--- config.mk ---
export PLATFORM = sky130hd
export DESIGN_NAME = mem_stage_flat
export DESIGN_NICKNAME = d
export VERILOG_FILES = /design/src/rtl/mem_stage_pkg.sv /design/src/rtl/mem_stage_if.sv /design/src/rtl/mem_align.sv /design/src/rtl/mem_stage.sv /design/src/flat_wrapper.sv
export SDC_FILE = /design/constraint.sdc
export NUM_CORES = 1
export LEC_CHECK = 0
export CAP_MARGIN = 40
export CORE_MARGIN = 2
export CORE_UTILIZATION = 35
export CTS_CLUSTER_DIAMETER = 100
export DETAILED_ROUTE_END_ITERATION = 10
export PLACE_DENSITY = 0.77
export SYNTH_ARGS = -nofsm -noshare
export SYNTH_HDL_FRONTEND = slang
export SYNTH_SLANG_ARGS = --single-unit
--- constraint.sdc ---
create_clock -name clk -period 2.4 [get_ports clk]
set_input_delay 0.48 -clock clk [delete_from_list [all_inputs] [get_ports clk]]
set_output_delay 0.48 -clock clk [all_outputs]
set_load 0.005 [all_outputs]
--- src/rtl/mem_stage_pkg.sv ---
// Shared types and constants for the MIPS32 memory-access stage.
// Load/store op codes, FSM states and the data-memory command payload.
package mem_stage_pkg;

  localparam int unsigned XLEN     = 32;
  localparam int unsigned BE_W     = XLEN / 8;
  localparam int unsigned OP_W     = 4;
  localparam int unsigned REG_AW   = 5;
  localparam int unsigned WB_SRC_W = 2;

  typedef enum logic [OP_W-1:0] {
    MEM_OP_NONE = 4'd0,
    MEM_OP_LB   = 4'd1,
    MEM_OP_LBU  = 4'd2,
    MEM_OP_LH   = 4'd3,
    MEM_OP_LHU  = 4'd4,
    MEM_OP_LW   = 4'd5,
    MEM_OP_SB   = 4'd6,
    MEM_OP_SH   = 4'd7,
    MEM_OP_SW   = 4'd8
  } mem_op_e;

  typedef enum logic [1:0] {
    ST_IDLE = 2'd0,
    ST_WAIT = 2'd1,
    ST_DONE = 2'd2
  } state_e;

  // Per-access command presented on the data-memory bus.
  typedef struct packed {
    logic            we;
    logic [BE_W-1:0] be;
    logic [XLEN-1:0] wdata;
  } dmem_cmd_t;

  function automatic logic op_is_load(logic [OP_W-1:0] op);
    return (op == MEM_OP_LB) || (op == MEM_OP_LBU) || (op == MEM_OP_LH) ||
           (op == MEM_OP_LHU) || (op == MEM_OP_LW);
  endfunction

  function automatic logic op_is_store(logic [OP_W-1:0] op);
    return (op == MEM_OP_SB) || (op == MEM_OP_SH) || (op == MEM_OP_SW);
  endfunction

endpackage

--- src/rtl/mem_stage_if.sv ---
// Data-memory req/ack bus between the memory stage and the data memory.
interface mem_stage_if;
  import mem_stage_pkg::*;

  logic            req;
  logic            we;
  logic [XLEN-1:0] addr;
  logic [BE_W-1:0] be;
  logic [XLEN-1:0] wdata;
  logic            ack;
  logic [XLEN-1:0] rdata;

  modport master (
    output req, we, addr, be, wdata,
    input  ack, rdata
  );

  modport slave (
    input  req, we, addr, be, wdata,
    output ack, rdata
  );

endinterface

--- src/rtl/mem_align.sv ---
// Combinational lane logic: store replication/byte enables, load extraction
// and sign/zero extension, plus alignment checking.
module mem_align
  import mem_stage_pkg::*;
(
  input  logic [OP_W-1:0] op,
  input  logic [1:0]      addr_lo,
  input  logic [XLEN-1:0] store_data,
  input  logic [XLEN-1:0] rdata,
  output logic            is_mem_c,
  output logic            is_store_c,
  output logic            misaligned_c,
  output dmem_cmd_t       cmd_c,
  output logic [XLEN-1:0] load_data_c
);

  logic [7:0]  rd_byte;
  logic [15:0] rd_half;

  // Little-endian lane select from the read word.
  always_comb begin
    rd_byte = rdata[{addr_lo, 3'b000} +: 8];
    rd_half = addr_lo[1] ? rdata[31:16] : rdata[15:0];
  end

  always_comb begin
    is_store_c   = op_is_store(op);
    is_mem_c     = op_is_load(op) | is_store_c;
    misaligned_c = 1'b0;
    cmd_c        = '0;
    load_data_c  = '0;
    if (op_is_load(op)) begin
      cmd_c.be = '1;
    end
    case (op)
      MEM_OP_LB:  load_data_c = {{24{rd_byte[7]}}, rd_byte};
      MEM_OP_LBU: load_data_c = {24'h0, rd_byte};
      MEM_OP_LH: begin
        misaligned_c = addr_lo[0];
        load_data_c  = {{16{rd_half[15]}}, rd_half};
      end
      MEM_OP_LHU: begin
        misaligned_c = addr_lo[0];
        load_data_c  = {16'h0, rd_half};
      end
      MEM_OP_LW: begin
        misaligned_c = |addr_lo;
        load_data_c  = rdata;
      end
      MEM_OP_SB: begin
        cmd_c.we    = 1'b1;
        cmd_c.wdata = {4{store_data[7:0]}};
        cmd_c.be    = BE_W'(4'b0001) << addr_lo;
      end
      MEM_OP_SH: begin
        misaligned_c = addr_lo[0];
        cmd_c.we     = 1'b1;
        cmd_c.wdata  = {2{store_data[15:0]}};
        cmd_c.be     = addr_lo[1] ? 4'b1100 : 4'b0011;
      end
      MEM_OP_SW: begin
        misaligned_c = |addr_lo;
        cmd_c.we     = 1'b1;
        cmd_c.wdata  = store_data;
        cmd_c.be     = '1;
      end
      default: ;
    endcase
  end

endmodule

--- src/rtl/mem_stage.sv ---
// MIPS32 memory-access stage: issues byte-enabled req/ack accesses, stalls the
// upstream pipeline while an access is outstanding and bubbles mem_wb meanwhile.
module mem_stage
  import mem_stage_pkg::*;
#(
  parameter int unsigned TIMEOUT = 16,
  parameter int unsigned CNT_W   = 8
) (
  input  logic                clk,
  input  logic                rst,
  input  logic [XLEN-1:0]     ex_alu_result,
  input  logic [XLEN-1:0]     ex_store_data,
  input  logic [OP_W-1:0]     ex_mem_op,
  input  logic                ex_reg_wr,
  input  logic [REG_AW-1:0]   ex_waddr,
  input  logic [WB_SRC_W-1:0] ex_reg_wb_src,
  output logic [XLEN-1:0]     mem_mem_data,
  output logic [XLEN-1:0]     mem_alu_result,
  output logic                mem_reg_wr,
  output logic [REG_AW-1:0]   mem_waddr,
  output logic [WB_SRC_W-1:0] mem_reg_wb_src,
  output logic                mem_stall,
  output logic                mem_addr_err,
  output logic                mem_bus_err,
  mem_stage_if.master         dmem
);

  state_e          state_q, state_d;
  logic [CNT_W-1:0] cnt_q, cnt_d;
  logic [XLEN-1:0] data_q, data_d;
  logic            abort_q, abort_d;

  logic            is_mem, is_store, misaligned;
  dmem_cmd_t       cmd;
  logic [XLEN-1:0] load_data;
  logic            req, stall, reg_wr, addr_err, bus_err;
  logic            timeout_hit;

  mem_align u_align (
    .op           (ex_mem_op),
    .addr_lo      (ex_alu_result[1:0]),
    .store_data   (ex_store_data),
    .rdata        (dmem.rdata),
    .is_mem_c     (is_mem),
    .is_store_c   (is_store),
    .misaligned_c (misaligned),
    .cmd_c        (cmd),
    .load_data_c  (load_data)
  );

  assign timeout_hit = (TIMEOUT != 0) && (cnt_q == CNT_W'(TIMEOUT));

  always_ff @(posedge clk) begin
    if (rst) begin
      state_q <= ST_IDLE;
      cnt_q   <= '0;
      data_q  <= '0;
      abort_q <= 1'b0;
    end else begin
      state_q <= state_d;
      cnt_q   <= cnt_d;
      data_q  <= data_d;
      abort_q <= abort_d;
    end
  end

  // Next state, capture and control; reset gates everything visible.
  always_comb begin
    state_d  = state_q;
    cnt_d    = cnt_q;
    data_d   = data_q;
    abort_d  = abort_q;
    req      = 1'b0;
    stall    = 1'b0;
    reg_wr   = ex_reg_wr;
    addr_err = 1'b0;
    bus_err  = 1'b0;

    case (state_q)
      ST_IDLE: begin
        abort_d = 1'b0;
        if (is_mem && misaligned) begin
          addr_err = 1'b1;
          reg_wr   = 1'b0;
        end else if (is_mem) begin
          req    = 1'b1;
          stall  = 1'b1;
          reg_wr = 1'b0;
          if (dmem.ack) begin
            if (!is_store) begin
              data_d = load_data;
            end
            state_d = ST_DONE;
          end else begin
            cnt_d   = '0;
            state_d = ST_WAIT;
          end
        end
      end

      ST_WAIT: begin
        stall  = 1'b1;
        reg_wr = 1'b0;
        if (timeout_hit) begin
          bus_err = 1'b1;
          abort_d = 1'b1;
          state_d = ST_DONE;
        end else begin
          req   = 1'b1;
          cnt_d = cnt_q + CNT_W'(1);
          if (dmem.ack) begin
            if (!is_store) begin
              data_d = load_data;
            end
            state_d = ST_DONE;
          end
        end
      end

      ST_DONE: begin
        reg_wr  = ex_reg_wr & ~abort_q;
        state_d = ST_IDLE;
      end

      default: state_d = ST_IDLE;
    endcase

    if (rst) begin
      req      = 1'b0;
      stall    = 1'b0;
      reg_wr   = 1'b0;
      addr_err = 1'b0;
      bus_err  = 1'b0;
    end
  end

  assign mem_mem_data   = rst ? '0 : data_q;
  assign mem_alu_result = ex_alu_result;
  assign mem_reg_wr     = reg_wr;
  assign mem_waddr      = ex_waddr;
  assign mem_reg_wb_src = ex_reg_wb_src;
  assign mem_stall      = stall;
  assign mem_addr_err   = addr_err;
  assign mem_bus_err    = bus_err;

  assign dmem.req   = req;
  assign dmem.we    = req & cmd.we;
  assign dmem.addr  = {ex_alu_result[XLEN-1:2], 2'b00};
  assign dmem.be    = cmd.be;
  assign dmem.wdata = cmd.wdata;

endmodule

--- src/flat_wrapper.sv ---
// flat-port wrapper written by rule: the top's interface ports become plain ports
module mem_stage_flat import mem_stage_pkg::*;
#(
  parameter int unsigned TIMEOUT = 16,
  parameter int unsigned CNT_W   = 8
)
  (clk, rst, ex_alu_result, ex_store_data, ex_mem_op, ex_reg_wr, ex_waddr, ex_reg_wb_src, mem_mem_data, mem_alu_result, mem_reg_wr, mem_waddr, mem_reg_wb_src, mem_stall, mem_addr_err, mem_bus_err, dmem_req, dmem_we, dmem_addr, dmem_be, dmem_wdata, dmem_ack, dmem_rdata);
  mem_stage_if dmem_i ();
  input  logic clk;
  input  logic rst;
  input  logic [XLEN-1:0] ex_alu_result;
  input  logic [XLEN-1:0] ex_store_data;
  input  logic [OP_W-1:0] ex_mem_op;
  input  logic ex_reg_wr;
  input  logic [REG_AW-1:0] ex_waddr;
  input  logic [WB_SRC_W-1:0] ex_reg_wb_src;
  output logic [XLEN-1:0] mem_mem_data;
  output logic [XLEN-1:0] mem_alu_result;
  output logic mem_reg_wr;
  output logic [REG_AW-1:0] mem_waddr;
  output logic [WB_SRC_W-1:0] mem_reg_wb_src;
  output logic mem_stall;
  output logic mem_addr_err;
  output logic mem_bus_err;
  output wire logic [$bits(dmem_i.req)-1:0] dmem_req;
  output wire logic [$bits(dmem_i.we)-1:0] dmem_we;
  output wire logic [$bits(dmem_i.addr)-1:0] dmem_addr;
  output wire logic [$bits(dmem_i.be)-1:0] dmem_be;
  output wire logic [$bits(dmem_i.wdata)-1:0] dmem_wdata;
  input wire logic [$bits(dmem_i.ack)-1:0] dmem_ack;
  input wire logic [$bits(dmem_i.rdata)-1:0] dmem_rdata;
  assign dmem_req = dmem_i.req;
  assign dmem_we = dmem_i.we;
  assign dmem_addr = dmem_i.addr;
  assign dmem_be = dmem_i.be;
  assign dmem_wdata = dmem_i.wdata;
  assign dmem_i.ack = dmem_ack;
  assign dmem_i.rdata = dmem_rdata;
  mem_stage #(.TIMEOUT(TIMEOUT), .CNT_W(CNT_W)) u_core (.clk(clk), .rst(rst), .ex_alu_result(ex_alu_result), .ex_store_data(ex_store_data), .ex_mem_op(ex_mem_op), .ex_reg_wr(ex_reg_wr), .ex_waddr(ex_waddr), .ex_reg_wb_src(ex_reg_wb_src), .mem_mem_data(mem_mem_data), .mem_alu_result(mem_alu_result), .mem_reg_wr(mem_reg_wr), .mem_waddr(mem_waddr), .mem_reg_wb_src(mem_reg_wb_src), .mem_stall(mem_stall), .mem_addr_err(mem_addr_err), .mem_bus_err(mem_bus_err), .dmem(dmem_i));
endmodule
==> Word level (Yosys, flattened, before mapping) <==
Cells that the tools add are included.
{ "word_totals": {"reg_bits": 43, "input_bits": 111, "out_inout_bits": 145, "elab_cells": 87} }
{ "classes": {"n_addsub": 1, "n_eq_ne": 17, "shift": 2, "n_mux": 43, "bitwise": 4, "n_reduce_logical": 16} }
{ "op_table": {"columns": ["op", "count"], "rows": [
  ["32-bit 2-to-1 mux", 6],
  ["32-bit one-hot mux with 5 select lines", 1],
  ["37-bit one-hot mux with 3 select lines", 1],
  ["32-bit one-hot mux with 2 select lines", 1],
  ["8-bit 2-to-1 mux", 4],
  ["32-bit by 6-bit variable part select with 8-bit output", 1],
  ["4-bit by 3-bit == test with 1-bit output (second input constant)", 4],
  ["16-bit 2-to-1 mux", 1],
  ["8-bit one-hot mux with 2 select lines", 1],
  ["1-bit 2-to-1 mux", 15],
  ["2-bit 2-to-1 mux", 5],
  ["8-bit by 1-bit adder with 8-bit output (second input constant)", 1],
  ["4-bit by 2-bit == test with 1-bit output (second input constant)", 2],
  ["8-bit by 5-bit == test with 1-bit output (second input constant)", 1],
  ["4-bit 2-to-1 mux", 2],
  ["1-bit one-hot mux with 2 select lines", 4],
  ["1-bit logical OR", 6],
  ["2-bit inequality test (second input constant)", 3],
  ["5-bit AND reduction", 1],
  ["4-bit by 1-bit == test with 1-bit output (second input constant)", 1],
  ["4-bit == test (second input constant)", 1],
  ["2-bit by 1-bit inequality test with 1-bit output (second input constant)", 2],
  ["2-bit one-hot mux with 2 select lines", 1],
  ["4-bit AND reduction", 1],
  ["15 further kinds", 17]
]} }

==> Depth between registers and ports, before layout <==
{ "logic_depth": {"word_depth": 11, "depth_mapped": 10, "ltp_nobuf": 7} }

==> By module <==
A second synthesis with hierarchy kept.
{ "unflattened": {"cells_unflattened": 487, "hier_area_um2": 4096.4} }
{ "modules_own_cells": {"columns": ["mod", "n_inst", "cells_each", "area_per_inst_um2", "seq_area_each_um2"], "rows": [
  ["mem_stage", 1, 299, 2711.4, 860.8],
  ["mem_align", 1, 188, 1385.1, 0.0]
]} }

==> Worst setup path after synthesis <==
No wires, ideal clock.
{ "synth_path": {"kind": "input port to output port", "from": "input ex_mem_op[2]", "to": "output dmem_we", "arrival_ns": 1.824, "t_required_ns": 1.920, "slack_ns": 0.096, "path_stages": 6, "path_buffers": 2, "path_cell_list": "buf_2 buf_2 nor3_1 xor2_1 or4_1 o31ai_1"} }
{ "synth_via": {"elab_chain_cells": 11, "elab_cells_between_ends": 25, "cone_classes": "eq/ne: 8; mux: 6; bitwise: 2; reduce/logical: 9"} }
{ "synth_lines": {"columns": ["item", "line_no", "source"], "rows": [
  ["start: declaration", "flat_wrapper.sv:13", "input logic [OP_W-1:0] ex_mem_op;"],
  ["4-bit by 1-bit == test with 1-bit output / 4-bit by 2-bit == test with 1-bit output (equally long branches)", "mem_stage_pkg.sv:37", "return (op == MEM_OP_LB) || (op == MEM_OP_LBU) || (op == MEM_OP_LH) ||"],
  ["1-bit logical OR (3 in series)", "mem_stage_pkg.sv:37", null],
  ["1-bit logical OR", "mem_stage_pkg.sv:38", "(op == MEM_OP_LHU) || (op == MEM_OP_LW);"],
  ["1-bit OR", "mem_align.sv:28", "is_mem_c = op_is_load(op) | is_store_c;"],
  ["1-bit 2-to-1 mux / 1-bit logical AND (equally long branches)", "mem_stage.sv:85, mem_stage.sv:82", null],
  ["1-bit 2-to-1 mux", "mem_stage.sv:82", "if (is_mem && misaligned) begin"],
  ["1-bit one-hot mux with 2 select lines", "mem_stage.sv:79", "case (state_q)"],
  ["1-bit 2-to-1 mux", "mem_stage.sv:128", "if (rst) begin"],
  ["1-bit bitwise AND *", "mem_stage.sv:147", "assign dmem.we = req & cmd.we;"],
  ["end: declaration", "flat_wrapper.sv:26", "output wire logic [$bits(dmem_i.we)-1:0] dmem_we;"]
]} }
Mark *: on every way between the ends. The rest lies on a longest branch, timed or not.

==> Final worst setup path <==
{ "layout_path": {"from": "input ex_mem_op[3]", "to": "output dmem_req"} }
{ "layout_via": {"elab_chain_cells": 10, "elab_cells_between_ends": 23, "cone_classes": "eq/ne: 8; mux: 5; bitwise: 1; reduce/logical: 9"} }
{ "layout_lines": {"columns": ["item", "line_no", "source"], "rows": [
  ["4-bit by 1-bit == test with 1-bit output / 4-bit by 2-bit == test with 1-bit output (equally long branches)", "mem_stage_pkg.sv:37", null],
  ["1-bit logical OR (3 in series)", "mem_stage_pkg.sv:37", null],
  ["1-bit logical OR", "mem_stage_pkg.sv:38", null],
  ["1-bit OR", "mem_align.sv:28", null],
  ["1-bit 2-to-1 mux / 1-bit logical AND (equally long branches)", "mem_stage.sv:85, mem_stage.sv:82", null],
  ["1-bit 2-to-1 mux *", "mem_stage.sv:82", null],
  ["1-bit one-hot mux with 2 select lines *", "mem_stage.sv:79", null],
  ["1-bit 2-to-1 mux *", "mem_stage.sv:128", null],
  ["end: declaration", "flat_wrapper.sv:25", "output wire logic [$bits(dmem_i.req)-1:0] dmem_req;"]
]} }
Marked as above.

==> results.toml <==
[pwr]
maximum_ir_drop_on_the_vdd_rail_mv = 0.336
total_power_mw = 2.33
leakage_nw = 2.30
cell_pwr_density_nw_per_um2 = 398

[drt]
via_count = 4298
detail_route.iter0.violations = 296
wl_mm = 14.6
vias_per_cell = 5.63
routed_wire_length_per_instance_um = 19.1
drc_violations = 0
detail_route.first_pass.iterations = 6
final_ant_viol_nets = 0

[final_layout]
finalNonFillerCells = 764
nNetsFinal = 733
design_area_sq_um = 5850
post_route_cells_drive_above_1_share = 0.275
antenna_diode_count = 0
areaGrowthSynthToFinish_pct = 43.4

[worst_setup_path]
worstSetupStartpointType = "input pin"
worst_path_largest_cell_delay_ps = 550
setup.worst_path.end_class = "output pin"
worst-endpoint-required_ps = 1920
reg2reg_slack_ps = 490
bufs_and_invs_on_worst_path = 4
critical_path.slowest_cell = "sky130_fd_sc_hd__or4_4"
cp_max_fo = 6
worst_r2r_path_depth = 8
crit_reg_reg_endpoint = "u_core.data_q[12]$_SDFFE_PP0P_"
timing.critical_path.mode_cell = "sky130_fd_sc_hd__buf_6"
timing.critical_path.max_delay_family = "buffers and inverters"
reg2reg_from = "u_core.cnt_q[1]$_SDFFE_PP0P_"
worst-endpoint-arrival_ps = 1860
timing.setup.critical_path_class = "input pin to output pin"
path_cells = "clkdlybuf4s15_1, buf_6, xor2_2, or4_4, buf_6, o22ai_2, buf_2"

[timing]
fmaxAchievable_mhz = 427
finalSetupViolCount = 0
fin_crit_sh = 0.976
rsz_0062_raised_after_global_routing = "no"
fin_worst_skew_ps = 9.12
final_max_slew_viol_count = 0
final_count_of_hold_timing_violations = 0
minimum_clock_period_after_layout_ps = 2340
timing_worst_slew_pin_value_ps = 567
timing.slew.headroom = 0.619

[global_routing]
grt_overflow_total = 0
gr-usage-all-layers = 0.222
grt_start_max_net_pins = 75
via_count_of_the_first_global_routing_pass = 4438
grt_pass1_wl_mm = 22.9
grt_antenna_before_repair = 0

[clocking]
clk_latency_ps = 280
cts.path.max_buffers = 2
cts_root_buffer = "sky130_fd_sc_hd__clkbuf_16"
number_of_buffers_created_by_cts = 5
clock_tree_from_tritoncts = "built"
htree_num_levels = 2
cts_sinks = 43
holdBufCountCts = 0
clkSlewWorstSetupHoldPaths_ps = 60

[run]
cap_viol_max_count = 0

[placement]
detailed_place.area_sq_um = 5490
gp_congestion = 0.934
placement.io_buffers = 149
dp.cells = 740
place_hpwl_mm = 10.9

[logic_synthesis]
synth_top_area_cell = "sky130_fd_sc_hd__dfxtp_1"
synth_area_in_compound_gates = 0.346
netlist_top_cells_area = "sky130_fd_sc_hd__dfxtp_1, sky130_fd_sc_hd__buf_4, sky130_fd_sc_hd__a211oi_2, sky130_fd_sc_hd__a21oi_1, sky130_fd_sc_hd__nor2b_1"
synth_ff_type = "sky130_fd_sc_hd__dfxtp_1"
post_synth_fa_ha_maj_area_fraction = 0.00614
synth-seq-area-share = 0.211
async_flop_share = 0
synth_simple_gate_area_frac = 0.180
post-synth-top-area-fraction = 0.211
synth_area_per_inst_sq_um = 8.17
dominant_combinational_cell_family_by_area_after_synthesis = "compound AO/OA/AOI/OAI gates"
synth.distinct_cells = 66
synth_enable_flop_cells = 0
synthMuxAreaShare = 0.0460
ys_ff_latch = 43
number_of_instances_in_the_synthesized_netlist = 499
synth-warning-count = 0
mappedNetlistArea_sq_um = 4080
share_of_the_synthesized_netlist_area_taken_by_xor_and_xnor_gates = 0.00430

[floorplanning]
ios = 256
num_rows = 39
core_area_sq_um = 11400
initial_utilization = 0.359
die_width_um = 112
die_y_um = 112
die-area_sq_um = 12500

[worst_hold_path]
holdPathEnd = "u_core.cnt_q[0]$_SDFFE_PP0P_"
hold-path-cell-count = 1
hold_wc_startpoint = "u_core.cnt_q[0]$_SDFFE_PP0P_"
worstHoldPathType = "flip-flop to flip-flop"

[outcome]
status = "complete, no violations"
worst register-to-register path, delay by kind of cell, from the launching register on:
family | cells | cell delay (ps)
adders and majority gates | 1 | 210
and+or+nand+nor | 4 | 760
AOI/OAI and AO/OA | 1 | 230
DFF | 1 | 330
buffers and inverters | 2 | 280
routing by layer:
layer	GRT usage	share of wire	up-vias	wire length (um)
met4	0.0757	0.024	0	350
li1	-	-	1987	-
met3	0.0501	0.081	33	1180
met5	0.0157	0	-	0
met1	0.249	0.37	2034	5460
met2	0.412	0.52	244	7640
synth_stat cells (2+ instances only):
cell type,n
sky130_fd_sc_hd__a2111oi_4,2
sky130_fd_sc_hd__a211oi_1,9
sky130_fd_sc_hd__a211oi_2,30
sky130_fd_sc_hd__a21boi_0,2
sky130_fd_sc_hd__a21o_1,3
sky130_fd_sc_hd__a21oi_1,60
sky130_fd_sc_hd__a221oi_1,7
sky130_fd_sc_hd__a222oi_1,8
sky130_fd_sc_hd__a22o_1,15
sky130_fd_sc_hd__a31oi_1,4
sky130_fd_sc_hd__and2_1,2
sky130_fd_sc_hd__and3_1,6
sky130_fd_sc_hd__buf_1,3
sky130_fd_sc_hd__buf_2,9
sky130_fd_sc_hd__buf_4,77
sky130_fd_sc_hd__buf_6,5
sky130_fd_sc_hd__buf_8,3
sky130_fd_sc_hd__clkbuf_1,17
sky130_fd_sc_hd__dfxtp_1,43
sky130_fd_sc_hd__ha_1,2
sky130_fd_sc_hd__inv_1,10
sky130_fd_sc_hd__mux2i_1,15
sky130_fd_sc_hd__nand2_1,31
sky130_fd_sc_hd__nand3_1,6
sky130_fd_sc_hd__nor2_1,21
sky130_fd_sc_hd__nor2b_1,41
sky130_fd_sc_hd__nor3_1,5
sky130_fd_sc_hd__o21a_1,2
sky130_fd_sc_hd__o21ai_0,21
sky130_fd_sc_hd__o22ai_1,3
sky130_fd_sc_hd__or3_1,2
cell usage in the layout (no fill, tap or decap), drive strengths merged, types with 3 or more instances in the layout:
master         netlist  final
nand3                6      6
inv                 10     10
dlygate4sd2          0     28
nor2                23     23
a31oi                4      4
and3                 6      6
nor2b               41     41
o22ai                3      3
o21ai               21     21
a211oi              39     39
a21o                 3      3
mux2i               15     15
clkdlybuf4s15        0      4
a221oi               7      7
clkbuf              17      6
a22o                15     15
dfxtp               43     43
a21oi               61     61
nand2               31     31
clkdlybuf4s50        0    100
a222oi               8      8
buf                 97     93
nor3                 5      5
metrics by stage:
stage	hold slack [ps]	util	setup WS (ps)	TNS, ps
finish	471	0.514	57.2	0
global route	487	0.514	4.31	0
CTS	468	0.511	18.7	0
detailed placement	507	0.483	-630	-32200
global placement	500	0.483	-640	-31950
floorplan	480	-	96.0	0
registers in the layout (all words and copies together) (netlist names):
signal / flops
u_core.data_q: 32
u_core.abort_q: 1
u_core.cnt_q: 8
u_core.state_q: 2
cells by family after synthesis:
family,Yosys count
fa+ha+maj,2
simple gates,131
other cells,1
mux,17
buf+inv,124
flops,43
xor+xnor,2
compound gates,179
repair_timing:
| action | CTS | global route |
|---|---|---|
| gates cloned | 1 | 0 |
| resized for setup | 136 | 6 |
| endpoints found under the setup margin | 67 | 6 |
| pin swaps | 15 | 1 |
| setup buffers | 14 | 1 |
cell type report:
| class | instances | area [sq um] |
|---|---|---|
| fill | 1058 | 5520 |
| multi-input combinational | 333 | 2520 |
| timing repair buffer | 227 | 2110 |
| sequential | 43 | 862 |
| tap | 143 | 179 |
| clock buffer | 6 | 129 |
| inverter | 10 | 37.5 |
| clock inverter | 2 | 12.5 |
worst max-delay path by stage:
stage	startpoint	to	depth (start not counted)	slack [ps]
after floorplan	ex_mem_op[2]	dmem_we	6	100
after global placement	ex_mem_op[0]	dmem_we	6	-640
after detailed placement	ex_mem_op[0]	dmem_req	7	-630
after CTS	ex_alu_result[0]	dmem_be[2]	6	20
after global routing	ex_mem_op[3]	dmem_wdata[4]	9	4
final	ex_mem_op[3]	dmem_req	7	60
where the power goes:
part	leakage, nW	internal (mW)	switching [mW]	total (mW)
logic	1.88	0.462	0.413	0.875
clock network	0.0669	0.384	0.278	0.662
registers	0.351	0.764	0.0258	0.790
Note: power is estimated with default switching activity, not from simulation.
